## config.mk

```make
export PLATFORM = sky130hd
export DESIGN_NAME = hart_sched_flat
export DESIGN_NICKNAME = d
export VERILOG_FILES = /design/src/rtl/hart_sched_pkg.sv /design/src/rtl/hart_sched_if.sv /design/src/rtl/hart_sched_rr_pick.sv /design/src/rtl/hart_sched.sv /design/src/flat_wrapper.sv
export SDC_FILE = /design/constraint.sdc
export NUM_CORES = 1
export LEC_CHECK = 0
export CAP_MARGIN = 20
export CORE_ASPECT_RATIO = 2
export CORE_MARGIN = 2
export CORE_UTILIZATION = 30
export CTS_BUF_LIST = sky130_fd_sc_hd__clkbuf_8
export DETAILED_ROUTE_END_ITERATION = 8
export PLACE_DENSITY = 0.63
export SYNTH_ARGS = -nofsm -noshare
export SYNTH_HDL_FRONTEND = slang
export SYNTH_HIERARCHICAL = 1
export SYNTH_SLANG_ARGS = --single-unit
```

## constraint.sdc

```tcl
create_clock -name clk -period 3.09 [get_ports clk]
set_clock_uncertainty 0.05 [all_clocks]
set_input_delay 0.927 -clock clk [delete_from_list [all_inputs] [get_ports clk]]
set_output_delay 0.927 -clock clk [all_outputs]
set_load 0.1 [all_outputs]
```

## src/rtl/hart_sched_pkg.sv

```systemverilog
// Shared types and sizing for the multi-hart issue scheduler.
// Lifecycle state codes and the decode that folds the unused code into IDLE live here.
package hart_sched_pkg;

    localparam int HART_NUM  = 4;
    localparam int HART_ID_W = 2;
    localparam int QUANTUM   = 4;
    localparam int QCNT_W    = (QUANTUM > 1) ? $clog2(QUANTUM) : 1;

    typedef logic [HART_ID_W-1:0] hart_id_t;

    typedef enum logic [1:0] {
        HART_IDLE   = 2'b00,
        HART_ACTIVE = 2'b01,
        HART_PEND   = 2'b10
    } hart_state_e;

    // The spare code 2'b11 is never written but must behave as IDLE if it appears.
    function automatic hart_state_e decodeState(input logic [1:0] raw);
        case (raw)
            2'b01:   return HART_ACTIVE;
            2'b10:   return HART_PEND;
            default: return HART_IDLE;
        endcase
    endfunction

endpackage

```

## src/rtl/hart_sched_if.sv

```systemverilog
// Request/issue bundle between the hart control logic and the scheduler.
// The master side raises lifecycle requests; the slave side reports issue and status.
interface hart_sched_if;
    import hart_sched_pkg::*;

    logic                stall;
    logic                hstart;
    hart_id_t            hs_id;
    logic                hkill;
    hart_id_t            hk_id;
    logic                hpend;
    hart_id_t            hp_id;
    logic                hresume;
    hart_id_t            hr_id;
    hart_id_t            hart_id;
    logic                issue_en;
    logic                hidle;
    logic                hstart_ack;
    logic [HART_NUM-1:0] active_mask;
    logic [HART_NUM-1:0] pend_mask;

    modport master (
        output stall, hstart, hs_id, hkill, hk_id, hpend, hp_id, hresume, hr_id,
        input  hart_id, issue_en, hidle, hstart_ack, active_mask, pend_mask
    );

    modport slave (
        input  stall, hstart, hs_id, hkill, hk_id, hpend, hp_id, hresume, hr_id,
        output hart_id, issue_en, hidle, hstart_ack, active_mask, pend_mask
    );

endinterface

```

## src/rtl/hart_sched_rr_pick.sv

```systemverilog
// Combinational round-robin picker: first requesting hart after the last grant,
// wrapping around and ending with the last grant itself.
module hart_sched_rr_pick
    import hart_sched_pkg::*;
(
    input  logic [HART_NUM-1:0] reqMask_i,
    input  hart_id_t            lastGrant_i,
    output hart_id_t            grant_o,
    output logic                valid_o
);

    hart_id_t idx;

    // HART_NUM is a power of two, so truncating the sum gives the modulo wrap.
    always_comb begin
        grant_o = lastGrant_i;
        valid_o = 1'b0;
        idx     = '0;
        for (int k = 1; k <= HART_NUM; k++) begin
            idx = hart_id_t'(lastGrant_i + hart_id_t'(k));
            if (!valid_o && reqMask_i[idx]) begin
                grant_o = idx;
                valid_o = 1'b1;
            end
        end
    end

endmodule

```

## src/rtl/hart_sched.sv

```systemverilog
// Per-cycle hart issue scheduler: tracks IDLE/ACTIVE/PEND per hart and rotates issue.
// Define HART_SCHED_QUANTUM_EN to keep each hart for QUANTUM consecutive issue slots.
module hart_sched
    import hart_sched_pkg::*;
(
    input  logic        clk,
    input  logic        reset,
    hart_sched_if.slave bus
);

    logic [HART_NUM-1:0][1:0] state_q;
    logic [HART_NUM-1:0][1:0] state_d;
    hart_state_e              curState [HART_NUM];
    hart_state_e              nxtState [HART_NUM];
    logic [HART_NUM-1:0]      nextActive;
    logic [HART_NUM-1:0]      nextPend;
    logic [HART_NUM-1:0]      activeMask_q;
    logic [HART_NUM-1:0]      pendMask_q;
    hart_id_t                 hartId_q;
    hart_id_t                 hartId_d;
    logic                     issueEn_q;
    logic                     issueEn_d;
    logic                     hidle;
    logic                     startAck;
    hart_id_t                 pickId;
    logic                     pickValid;
`ifdef HART_SCHED_QUANTUM_EN
    logic [QCNT_W-1:0]        qCnt_q;
    logic [QCNT_W-1:0]        qCnt_d;
`endif

    always_comb begin
        for (int i = 0; i < HART_NUM; i++) begin
            curState[i] = decodeState(state_q[i]);
        end
    end

    // Starting the hart currently on hart_id is refused so a stale slot never issues it early.
    assign hidle    = (curState[bus.hs_id] == HART_IDLE);
    assign startAck = bus.hstart && hidle && (bus.hs_id != hartId_q);

    // Each request only qualifies in its source state, so only kill needs explicit priority.
    always_comb begin
        for (int i = 0; i < HART_NUM; i++) begin
            nxtState[i] = curState[i];
            if (bus.hkill && (bus.hk_id == hart_id_t'(i))) begin
                nxtState[i] = HART_IDLE;
            end else if (bus.hpend && (bus.hp_id == hart_id_t'(i)) && (curState[i] == HART_ACTIVE)) begin
                nxtState[i] = HART_PEND;
            end else if (bus.hresume && (bus.hr_id == hart_id_t'(i)) && (curState[i] == HART_PEND)) begin
                nxtState[i] = HART_ACTIVE;
            end else if (startAck && (bus.hs_id == hart_id_t'(i))) begin
                nxtState[i] = HART_ACTIVE;
            end
            state_d[i]    = nxtState[i];
            nextActive[i] = (nxtState[i] == HART_ACTIVE);
            nextPend[i]   = (nxtState[i] == HART_PEND);
        end
    end

    hart_sched_rr_pick u_pick (
        .reqMask_i   (nextActive),
        .lastGrant_i (hartId_q),
        .grant_o     (pickId),
        .valid_o     (pickValid)
    );

    // A stall freezes the slot, but a kill/pend of the frozen hart must still revoke issue.
    always_comb begin
        hartId_d  = hartId_q;
        issueEn_d = issueEn_q && nextActive[hartId_q];
`ifdef HART_SCHED_QUANTUM_EN
        qCnt_d    = qCnt_q;
        if (!bus.stall) begin
            if (issueEn_q && nextActive[hartId_q] && (qCnt_q != QCNT_W'(QUANTUM - 1))) begin
                qCnt_d    = qCnt_q + 1'b1;
                issueEn_d = 1'b1;
            end else begin
                qCnt_d    = '0;
                issueEn_d = pickValid;
                if (pickValid) begin
                    hartId_d = pickId;
                end
            end
        end
`else
        if (!bus.stall) begin
            issueEn_d = pickValid;
            if (pickValid) begin
                hartId_d = pickId;
            end
        end
`endif
    end

    always_ff @(posedge clk) begin
        if (reset) begin
            state_q      <= '0;
            state_q[0]   <= HART_ACTIVE;
            activeMask_q <= HART_NUM'(1);
            pendMask_q   <= '0;
            hartId_q     <= '0;
            issueEn_q    <= 1'b1;
`ifdef HART_SCHED_QUANTUM_EN
            qCnt_q       <= '0;
`endif
        end else begin
            state_q      <= state_d;
            activeMask_q <= nextActive;
            pendMask_q   <= nextPend;
            hartId_q     <= hartId_d;
            issueEn_q    <= issueEn_d;
`ifdef HART_SCHED_QUANTUM_EN
            qCnt_q       <= qCnt_d;
`endif
        end
    end

    assign bus.hart_id     = hartId_q;
    assign bus.issue_en    = issueEn_q;
    assign bus.hidle       = hidle;
    assign bus.hstart_ack  = startAck;
    assign bus.active_mask = activeMask_q;
    assign bus.pend_mask   = pendMask_q;

endmodule

```

## src/flat_wrapper.sv

```systemverilog
// flat-port wrapper written by rule: the top's interface ports become plain ports
module hart_sched_flat import hart_sched_pkg::*;
  (clk, reset, bus_stall, bus_hstart, bus_hs_id, bus_hkill, bus_hk_id, bus_hpend, bus_hp_id, bus_hresume, bus_hr_id, bus_hart_id, bus_issue_en, bus_hidle, bus_hstart_ack, bus_active_mask, bus_pend_mask);
  hart_sched_if bus_i ();
  input  logic clk;
  input  logic reset;
  input wire logic [$bits(bus_i.stall)-1:0] bus_stall;
  input wire logic [$bits(bus_i.hstart)-1:0] bus_hstart;
  input wire logic [$bits(bus_i.hs_id)-1:0] bus_hs_id;
  input wire logic [$bits(bus_i.hkill)-1:0] bus_hkill;
  input wire logic [$bits(bus_i.hk_id)-1:0] bus_hk_id;
  input wire logic [$bits(bus_i.hpend)-1:0] bus_hpend;
  input wire logic [$bits(bus_i.hp_id)-1:0] bus_hp_id;
  input wire logic [$bits(bus_i.hresume)-1:0] bus_hresume;
  input wire logic [$bits(bus_i.hr_id)-1:0] bus_hr_id;
  output wire logic [$bits(bus_i.hart_id)-1:0] bus_hart_id;
  output wire logic [$bits(bus_i.issue_en)-1:0] bus_issue_en;
  output wire logic [$bits(bus_i.hidle)-1:0] bus_hidle;
  output wire logic [$bits(bus_i.hstart_ack)-1:0] bus_hstart_ack;
  output wire logic [$bits(bus_i.active_mask)-1:0] bus_active_mask;
  output wire logic [$bits(bus_i.pend_mask)-1:0] bus_pend_mask;
  assign bus_i.stall = bus_stall;
  assign bus_i.hstart = bus_hstart;
  assign bus_i.hs_id = bus_hs_id;
  assign bus_i.hkill = bus_hkill;
  assign bus_i.hk_id = bus_hk_id;
  assign bus_i.hpend = bus_hpend;
  assign bus_i.hp_id = bus_hp_id;
  assign bus_i.hresume = bus_hresume;
  assign bus_i.hr_id = bus_hr_id;
  assign bus_hart_id = bus_i.hart_id;
  assign bus_issue_en = bus_i.issue_en;
  assign bus_hidle = bus_i.hidle;
  assign bus_hstart_ack = bus_i.hstart_ack;
  assign bus_active_mask = bus_i.active_mask;
  assign bus_pend_mask = bus_i.pend_mask;
  hart_sched u_core (.clk(clk), .reset(reset), .bus(bus_i));
endmodule
```

-- After elaboration in Yosys (flattened, before gate mapping)
Cells that the tools add are included.
- equal/unequal tests: 37
- muxes and demuxes: 39
- reductions and logical operators: 40
- add/subtract/negate cells: 3
- bitwise logic cells: 3
- magnitude comparators: 5
- operators by type and width (kind ; number):
    $mux W2 ; 21
    $eq A2 B2 Y1 const B ; 20
    $eq A2 B1 Y1 const B ; 16
    $logic_and A1 B1 Y1 ; 30
    $pmux W2 S2 ; 4
    $lt A2 B3 Y1 const B ; 4
    $logic_not A2 Y1 ; 5
    $mux W1 ; 9
    $bmux W1 S2 ; 4
    $add A2 B2 Y2 const B ; 2
    $bmux W2 S2 ; 1
    $reduce_and A4 Y1 ; 1
    $ge A3 B3 Y1 const B ; 1
    $logic_not A1 Y1 ; 3
    $not A2 Y3 ; 1
    $reduce_bool A3 Y1 ; 1
    $add A2 B1 Y2 const B ; 1
    $ne A2 B2 Y1 ; 1
    $not A1 Y1 ; 2
- logic and storage cells: 135
- flip-flop bits (word level): 19
- input bits: 15

-- Depth between registers and ports, before layout
Gate-level depths: netlist of run 1.
- word-level depth: 27
- depth in mapped cells: 9
- gate-level depth less buffers: 8

-- Hierarchy
Netlist of run 1, hierarchy kept.
- by module, submodules not included (module ; times used ; cells each ; seq. area each (um^2) ; area an instance (um^2)):
    hart_sched ; 1 ; 114 ; 380.4 ; 1024.7
    hart_sched_rr_pick ; 1 ; 14 ; 0.0 ; 82.6

-- Worst setup path before layout of run 1
Ideal clock, no wire load.
- path kind: input-to-output
- start point: input bus_hs_id[0]
- end point: output bus_hstart_ack
- stages on the path: 5
- setup slack: -1.680 ns
- arrival time: 3.793 ns
- required time: 2.113 ns
- path through: buf_6 -> and3b_2 -> a311oi_1 -> a21oi_1 -> and3_1
- word-level cells in the longest chain between the ends: 7
- ends and longest elaborated chain (element ; RTL line ; text):
    start: declaration ; flat_wrapper.sv:9 ; input wire logic [$bits(bus_i.hs_id)-1:0] bus_hs_id;
    $not A2 Y3 (implied by the code) ; hart_sched.sv:39 ; assign hidle = (curState[bus.hs_id] == HART_IDLE);
    $bmux W2 S2 ; hart_sched.sv:39 ;
    $mux W2 (implied by the code) (2 in a row) ; hart_sched.sv:39 ;
    $logic_not A2 Y1 ; hart_sched.sv:39 ;
    via bus_hidle ; flat_wrapper.sv:18 ; output wire logic [$bits(bus_i.hidle)-1:0] bus_hidle;
    $logic_and A1 B1 Y1 (2 in a row) ; hart_sched.sv:40 ; assign startAck = bus.hstart && hidle && (bus.hs_id != hartId_q);
    end: declaration ; flat_wrapper.sv:19 ; output wire logic [$bits(bus_i.hstart_ack)-1:0] bus_hstart_ack;
The timed path passes the listed nets, and every way through them passes these cells. The select of a mux whose other input is x is not followed.

-- Final worst setup path of run 1
- start point: input bus_hs_id[1]
- end point: output bus_hstart_ack
- word-level cells in the longest chain between the ends: 7
- ends and longest elaborated chain (element ; RTL line):
    $not A2 Y3 (implied by the code) ; hart_sched.sv:39
    $bmux W2 S2 ; hart_sched.sv:39
    $mux W2 (implied by the code) (2 in a row) ; hart_sched.sv:39
    $logic_not A2 Y1 ; hart_sched.sv:39
    $logic_and A1 B1 Y1 ; hart_sched.sv:40
    $logic_and A1 B1 Y1 (*) ; hart_sched.sv:40
Mark *: on every way between the ends. The rest lies on a longest branch, timed or not. The select of a mux whose other input is x is not followed.

==> results of run 1 <==
==> timing repair <==
item / 4_1_cts / 5_1_grt
setup endpoints to repair: 3 / 4
setup buffers: 0 / 0
endpoints found under the hold margin: 0 / 0
pin swaps: 0 / 1
gates resized for setup: 3 / 6
==> power by group through the flow <==
stage,registers [mW],clock network (mW),logic [mW]
after floorplan,0.334,0,0.117
after global placement,0.276,0,0.266
after detailed placement,0.277,0,0.273
after CTS,0.271,0.175,0.274
after global routing,0.273,0.185,0.290
final,0.271,0.170,0.276
==> cells by family (layout without fill, tap and decap cells) <==
group,after synthesis,count (layout),share of synthesized area
buffers and inverters,12,59,0.05875
XOR/XNOR,4,4,0.03164
flip-flops,19,19,0.3435
multiplexers,4,4,0.03616
AO/OA/AOI/OAI,24,24,0.1650
AND/OR/NAND/NOR,65,65,0.3650
==> metal layers <==
metal  share of wire  up-vias
met5               0        -
met2            0.56       42
met3           0.039       18
met1            0.35      537
met4           0.051        0
li1                -      564
==> state kept, by name (all words and copies together) (netlist names) <==
register / count
u_core/bus.active_mask: 4
u_core/bus.pend_mask: 4
u_core/state_q: 8
u_core/bus.hart_id: 2
u_core/bus.issue_en: 1
==> stage by stage <==
step | utilization | total power [mW] | cells | cell area (um2)
after CTS | 0.4537 | 0.7198 | 224 | 1619
after detailed placement | 0.4400 | 0.5492 | 220 | 1570
final | 0.4576 | 0.7174 | 224 | 1633
after global placement | 0.4400 | 0.5415 | 220 | 1570
after floorplan | - | 0.4509 | 128 | 1124
after global routing | 0.4576 | 0.7481 | 224 | 1633
==> synth_stat cells, drive strengths merged, types with 3 or more instances <==
library cell | number | area share
nand2b | 9 | 0.051
a21oi | 3 | 0.014
buf | 5 | 0.035
nor4 | 3 | 0.023
xnor2 | 3 | 0.024
nand2 | 8 | 0.027
o21ai | 3 | 0.014
nor2 | 6 | 0.020
nor2b | 8 | 0.052
dfxtp | 19 | 0.34
inv | 6 | 0.020
nor3 | 12 | 0.054
and3 | 3 | 0.017
mux2i | 4 | 0.036
or3b | 3 | 0.024
==> final timing paths <==
kind,start,to,depth (start not counted),slack (ns)
max,bus_hs_id[1],bus_hstart_ack,6,0.1
min reg2reg,u_core/bus.issue_en,u_core/bus.issue_en,2,0.51
max reg2reg,u_core/bus.hart_id[0],u_core/bus.issue_en,7,0.70
min,u_core/bus.issue_en,u_core/bus.issue_en,2,0.51
==> critical path: stages <==
cell,delay [ns]
dlygate4sd2_1,0.30
buf_4,0.17
buf_4,0.13
a21oi_4,0.12
and3_4,0.20
buf_12,0.17
==> cell type report <==
class / instances / share of cell area
clock buffers: 3 / 0.02529
multi-input cells: 97 / 0.4261
well taps: 49 / 0.03755
flip-flops and latches: 19 / 0.2329
inverters: 6 / 0.01379
repair buffers: 49 / 0.2621
clock inverters: 1 / 0.002299
==> metrics.md, run 1 <==
| Metric | Value |
|---|---|
| Num ports | `28` |
| Met1 Use GR | `0.1796` |
| Worst-path clk slew | `roughly 0.070 ns` |
| Setup repair after global routing missed its margin | `no` |
| Layout cells sized above 1 | `0.2914` |
| Total CTS buffers | `3` |
| Dpl hpwl | `about 2600 um` |
| Hold WS | `0.5066 ns` |
| Syn avg cell area | `8.651 um2` |
| Starting Density | `0.3103` |
| Area Overhead vs Synth | `47.46%` |
| Number of flops mapped to enable cells by yosys | `0` |
| Synth unique cells | `47` |
| Core Box Area | `3568 um2` |
| First-pass GRT wire length | `~5300 um` |
| 1st-iter DRT viols | `23` |
| Root buf cell | `clkbuf_8` |
| Avg Vias per Cell | `a little over 5` |
| Post-route ant nets | `0` |
| Primary FF master, synth | `dfxtp_1` |
| Combinational share of power | `0.385` |
| Int Power | `roughly 0.46 mW` |
| Psw | `~0.26 mW` |
| DIE WIDTH | `46.96 um` |
| CTS tree | `built` |
| Drt drc | `0` |
| Commonest non-fill, non-tap cell in the layout | `buf_4` |
| Critical path data required time | `2.11 ns` |
| Overflow after GRT | `0` |
| Fillers | `376` |
| Via count | `1161` |
| Hold Path Class | `reg2reg` |
| Status | `complete, no violations` |
| Multi-input gate area | `695.7 um2` |
| Final nets | `191` |
| Clock Power Share | `0.237` |
| # port buffers | `27` |
| Clock Tree Buf Depth | `2` |
| RePlAce Congestion | `0.8957` |
| Worst slew margin | `0.5507` |
| Least-Margin Pin Slew | `approximately 0.67 ns` |
| Met3 Track Usage GR | `0.02610` |
| Row cnt | `31` |
| Final Hold Fails | `0` |
| Initial antenna violation count | `0` |
| Arr. time, crit path | `2.01 ns` |
| Drt first pass iters | `4` |
| M2 GR Usage | `0.2934` |
| GRT Resource Usage Total | `0.1676` |
| Crit start category | `primary input` |
| WL final | `roughly 3200 um` |
| Antenna Cells | `0` |
| Vias in the first global route | `1199` |
| CP Capture Type | `output port` |
| Sw Ratio | `0.3653` |
| PD cells | `439.4 nW/um2` |
| CTS sink count | `19` |
| Final worst path period share | `0.9680` |
| Final worst slack | `about 0.1 ns` |
| Hold_buf cts | `0` |
| Setup WS pre-CTS | `-0.2610 ns` |
| Crit Path Class | `in2out` |
| Fmax | `0.3343 GHz` |
| Slew Viols, Final | `0` |
| P_leak | `0.6603 nW` |
| Die Area | `4223 um2` |
| Seq. cell area | `380.4 um2` |
| Busiest layer in global routing | `met2` |
| Reg power frac | `0.378` |
| Largest net degree at the start of global routing | `20` |
| Post-Synthesis Cells | `approximately 130` |
| Clk Latency, worst-skew pair | `about 0.26 ns` |
| Synthesized flop and latch total | `19` |
| Crit path time final | `2.991 ns` |
| Syn Nets | `143` |
| Fraction of registers with async set/reset | `0` |
| Synthesized cell area | `1107 um2` |
| CTS H-Tree Depth | `1` |
| Wire length per cell | `14.31 um` |
| VDD IR max | `around 220 uV` |
| Syn. warnings | `6` |
| Commonest non-fill, non-tap cells in the layout | `buf_4, dfxtp_1, clkdlybuf4s50_1, nor3_1, nand2b_1` |
| Die Ht | `approximately 90 um` |
| CP Max Fanout | `5` |
| Sequential area share after synthesis | `0.3435` |
| Setup violators final | `0` |
| Setup TNS | `0 ns` |
| Maxcap violations | `0` |
No activity file was read; power rests on OpenSTA's default activity.
==> inputs of run 2 (changes only) <==
- ABC_AREA: not set -> 1
==> metrics.md, run 2 <==
| Metric | Value |
|---|---|
| Worst slew margin | `0.6320` |
| WL final | `3622 um` |
| Critical path data required time | `2.11 ns` |
| Largest net degree at the start of global routing | `16` |
| Commonest non-fill, non-tap cells in the layout | `nand2_1, buf_4, inv_1, dfxtp_1, nor2_1` |
| FF-to-FF Start | `u_core/state_q[0]` |
| DIE WIDTH | `48.91 um` |
| Number of flops mapped to enable cells by yosys | `0` |
| Wire length per cell | `11.91 um` |
| Root buf cell | `clkbuf_8` |
| # port buffers | `27` |
| Psw | `0.6715 mW` |
| First-pass GRT wire length | `6030 um` |
| Hold path start | `u_core/bus.hart_id[1]` |
| Met2 WL post-DR | `2126 um` |
| CTS sink count | `19` |
| Row cnt | `32` |
| Most flops, register | `u_core/state_q` |
| RePlAce Congestion | `about 0.88` |
| Int Power | `about 0.66 mW` |
| Clk Latency, worst-skew pair | `0.26 ns` |
| Num ports | `28` |
| Final instance area | `1862 um2` |
| Worst R2R Path Depth | `21` |
| Setup violators final | `0` |
| CTS H-Tree Depth | `1` |
| Synth Area in Adders | `0` |
| Worst reg2reg endpoint | `u_core/bus.hart_id[1]` |
| Post-CTS setup buffer count | `0` |
| XOR/XNOR Fraction of Synth Area | `0.01448` |
| Post-Synth Simple-Gate Area | `0.4571` |
| Clock Tree Buf Depth | `2` |
| Initial antenna violation count | `0` |
| Overflow after GRT | `0` |
| Met3 wire len | `149 um` |
| Fmax | `0.3311 GHz` |
| Synthesized cell area | `1210 um2` |
| Mux contribution to synthesized area | `0` |
| Hold Path Depth | `2` |
| Area post-placement | `roughly 1700 um2` |
| Drt drc | `0` |
| Dominant cells by area after synthesis | `dfxtp_1, nand2_1, inv_1, nand3_1, nor2_1` |
| Reg2reg setup slack | `0.78 ns` |
| Worst-path clk slew | `roughly 0.070 ns` |
| Syn Nets | `210` |
| Status | `complete, no violations` |
| Setup TNS | `0 ns` |
| Die Area | `4588 um2` |
| Die Ht | `about 94 um` |
| Layout cells sized above 1 | `0.2846` |
| Clock Power Share | `0.131` |
| Hold Path Class | `reg2reg` |
| Final Hold Fails | `0` |
| Hold Crit Endpoint | `u_core/bus.hart_id[1]` |
| Starting Density | `0.3148` |
| Cell with the most instances after synthesis | `nand2_1` |
| Dpl hpwl | `approximately 2800 um` |
| Synth area leader | `dfxtp_1` |
| PD cells | `715.5 nW/um2` |
| Crit Path Class | `in2out` |
| Synth unique cells | `25` |
| Area Overhead vs Synth | `53.88%` |
| Vias in the first global route | `about 1.5k` |
| Final nets | `269` |
| Largest register FFs | `8` |
| Fraction of registers with async set/reset | `0` |
| Syn avg cell area | `6.205 um2` |
| Drt first pass iters | `4` |
| VDD IR max | `539.9 uV` |
| Commonest non-fill, non-tap cell in the layout | `nand2_1` |
| Primary FF master, synth | `dfxtp_1` |
| Largest family of logic cells by synthesized area | `simple AND/OR/NAND/NOR gates` |
| Slew Viols, Final | `0` |
| Syn. warnings | `6` |
| Arr. time, crit path | `2.04 ns` |
| Setup repair after global routing missed its margin | `yes` |
| GRT Resource Usage Total | `0.1710` |
| Avg Vias per Cell | `4.658` |
| Core Box Area | `3844 um2` |
| CTS tree | `built` |
| Crit path time final | `3.021 ns` |
| Met1 WL | `1287 um` |
| Top routing layer used | `met4` |
| Least-Margin Pin Slew | `0.5503 ns` |
| Sw Ratio | `0.5041` |
| Post-route ant nets | `0` |
| Reg power frac | `0.213` |
| Post-synth top cells | `nand2_1, inv_1, nor2_1` |
| Total CTS buffers | `3` |
| Antenna Cells | `0` |
| Synth Area in Compound Gates | `0.1003` |
| P_leak | `0.9363 nW` |
| CP Max Fanout | `5` |
| Via count | `1416` |
| CP Capture Type | `output port` |
| 1st-iter DRT viols | `23` |
| Final worst path period share | `0.9776` |
| Sequential area share after synthesis | `0.3144` |
| Area fraction of the dominant cell type after synthesis | `0.3144` |
| Synthesized flop and latch total | `19` |
| Maxcap violations | `0` |
| Crit start category | `primary input` |
| Combinational share of power | `0.656` |
| Post-Synthesis Cells | `195` |
run 2: kinds of logic after synthesis:
| kind of cell | after synthesis |
|---|---|
| compound gates | 18 |
| xor+xnor | 2 |
| buf+inv | 34 |
| flops | 19 |
| simple gates | 122 |
run 2: power groups by stage:
stage                     Sequential [mW]  Combinational, mW  Clock (mW)
after global placement              0.289              0.848           0
after floorplan                     0.474              0.402           0
after detailed placement            0.289              0.853           0
after global routing                0.288              0.947       0.189
final                               0.284              0.874       0.174
after CTS                           0.284              0.855       0.182
run 2: through the flow:
stage                     utilization  instances  hold slack [ns]  power, mW  worst slack (ns)
after floorplan                     -        195           0.5211     0.8756        0.00004619
after global placement         0.4535        300           0.4863      1.137           -0.2334
after detailed placement       0.4535        300           0.4975      1.143           -0.2452
after CTS                      0.4645        304           0.5086      1.321           0.02914
after global routing           0.4844        304           0.5404      1.425          -0.05230
final                          0.4844        304           0.5103      1.332           0.06936
run 2: repair_timing:
item,4_1_cts,5_1_grt
setup endpoints to repair,2,4
pin swaps,0,1
hold buffers,0,0
resized for setup,2,18
run 2: worst max path at each step:
stage          slack (ns)    startpoint               endpoint
6_report             0.07    bus_hstart         bus_hstart_ack
5_1_grt             -0.05   bus_hresume  u_core/bus.hart_id[1]
4_1_cts              0.03  bus_hs_id[1]         bus_hstart_ack
3_5_place_dp        -0.25  bus_hs_id[1]  u_core/bus.hart_id[1]
3_3_place_gp        -0.23  bus_hs_id[0]    u_core/bus.issue_en
2_1_floorplan     0.00005  bus_hs_id[0]         bus_hstart_ack
run 2: cell type report:
| cell class | count | area (um2) |
|---|---|---|
| clock buffer | 3 | 41.29 |
| clock inverter | 1 | 3.754 |
| fill | 428 | 1982 |
| inverter | 32 | 122.6 |
| multi-input combinational | 142 | 770.7 |
| sequential | 19 | 380.4 |
| tap | 51 | 63.81 |
| timing repair buffer | 56 | 479.2 |
run 2: per-layer routing:
| metal | vias to the layer above | GRT usage |
|---|---|---|
| met2 | 31 | 0.3584 |
| met3 | 4 | 0.02389 |
| li1 | 736 | - |
| met4 | 0 | 0.1000 |
| met5 | - | 0 |
| met1 | 645 | 0.1429 |
run 2: critical path, stage by stage:
cell             delay (ns)
clkdlybuf4s50_1        0.46
a21boi_4               0.22
buf_4                  0.14
and2_4                 0.13
buf_12                 0.16
==> inputs of run 3 (changes only) <==
- GPL_TIMING_DRIVEN: not set -> 1
==> results of run 3 <==
Final layout, timing and power as in run 2 (identical DEF).
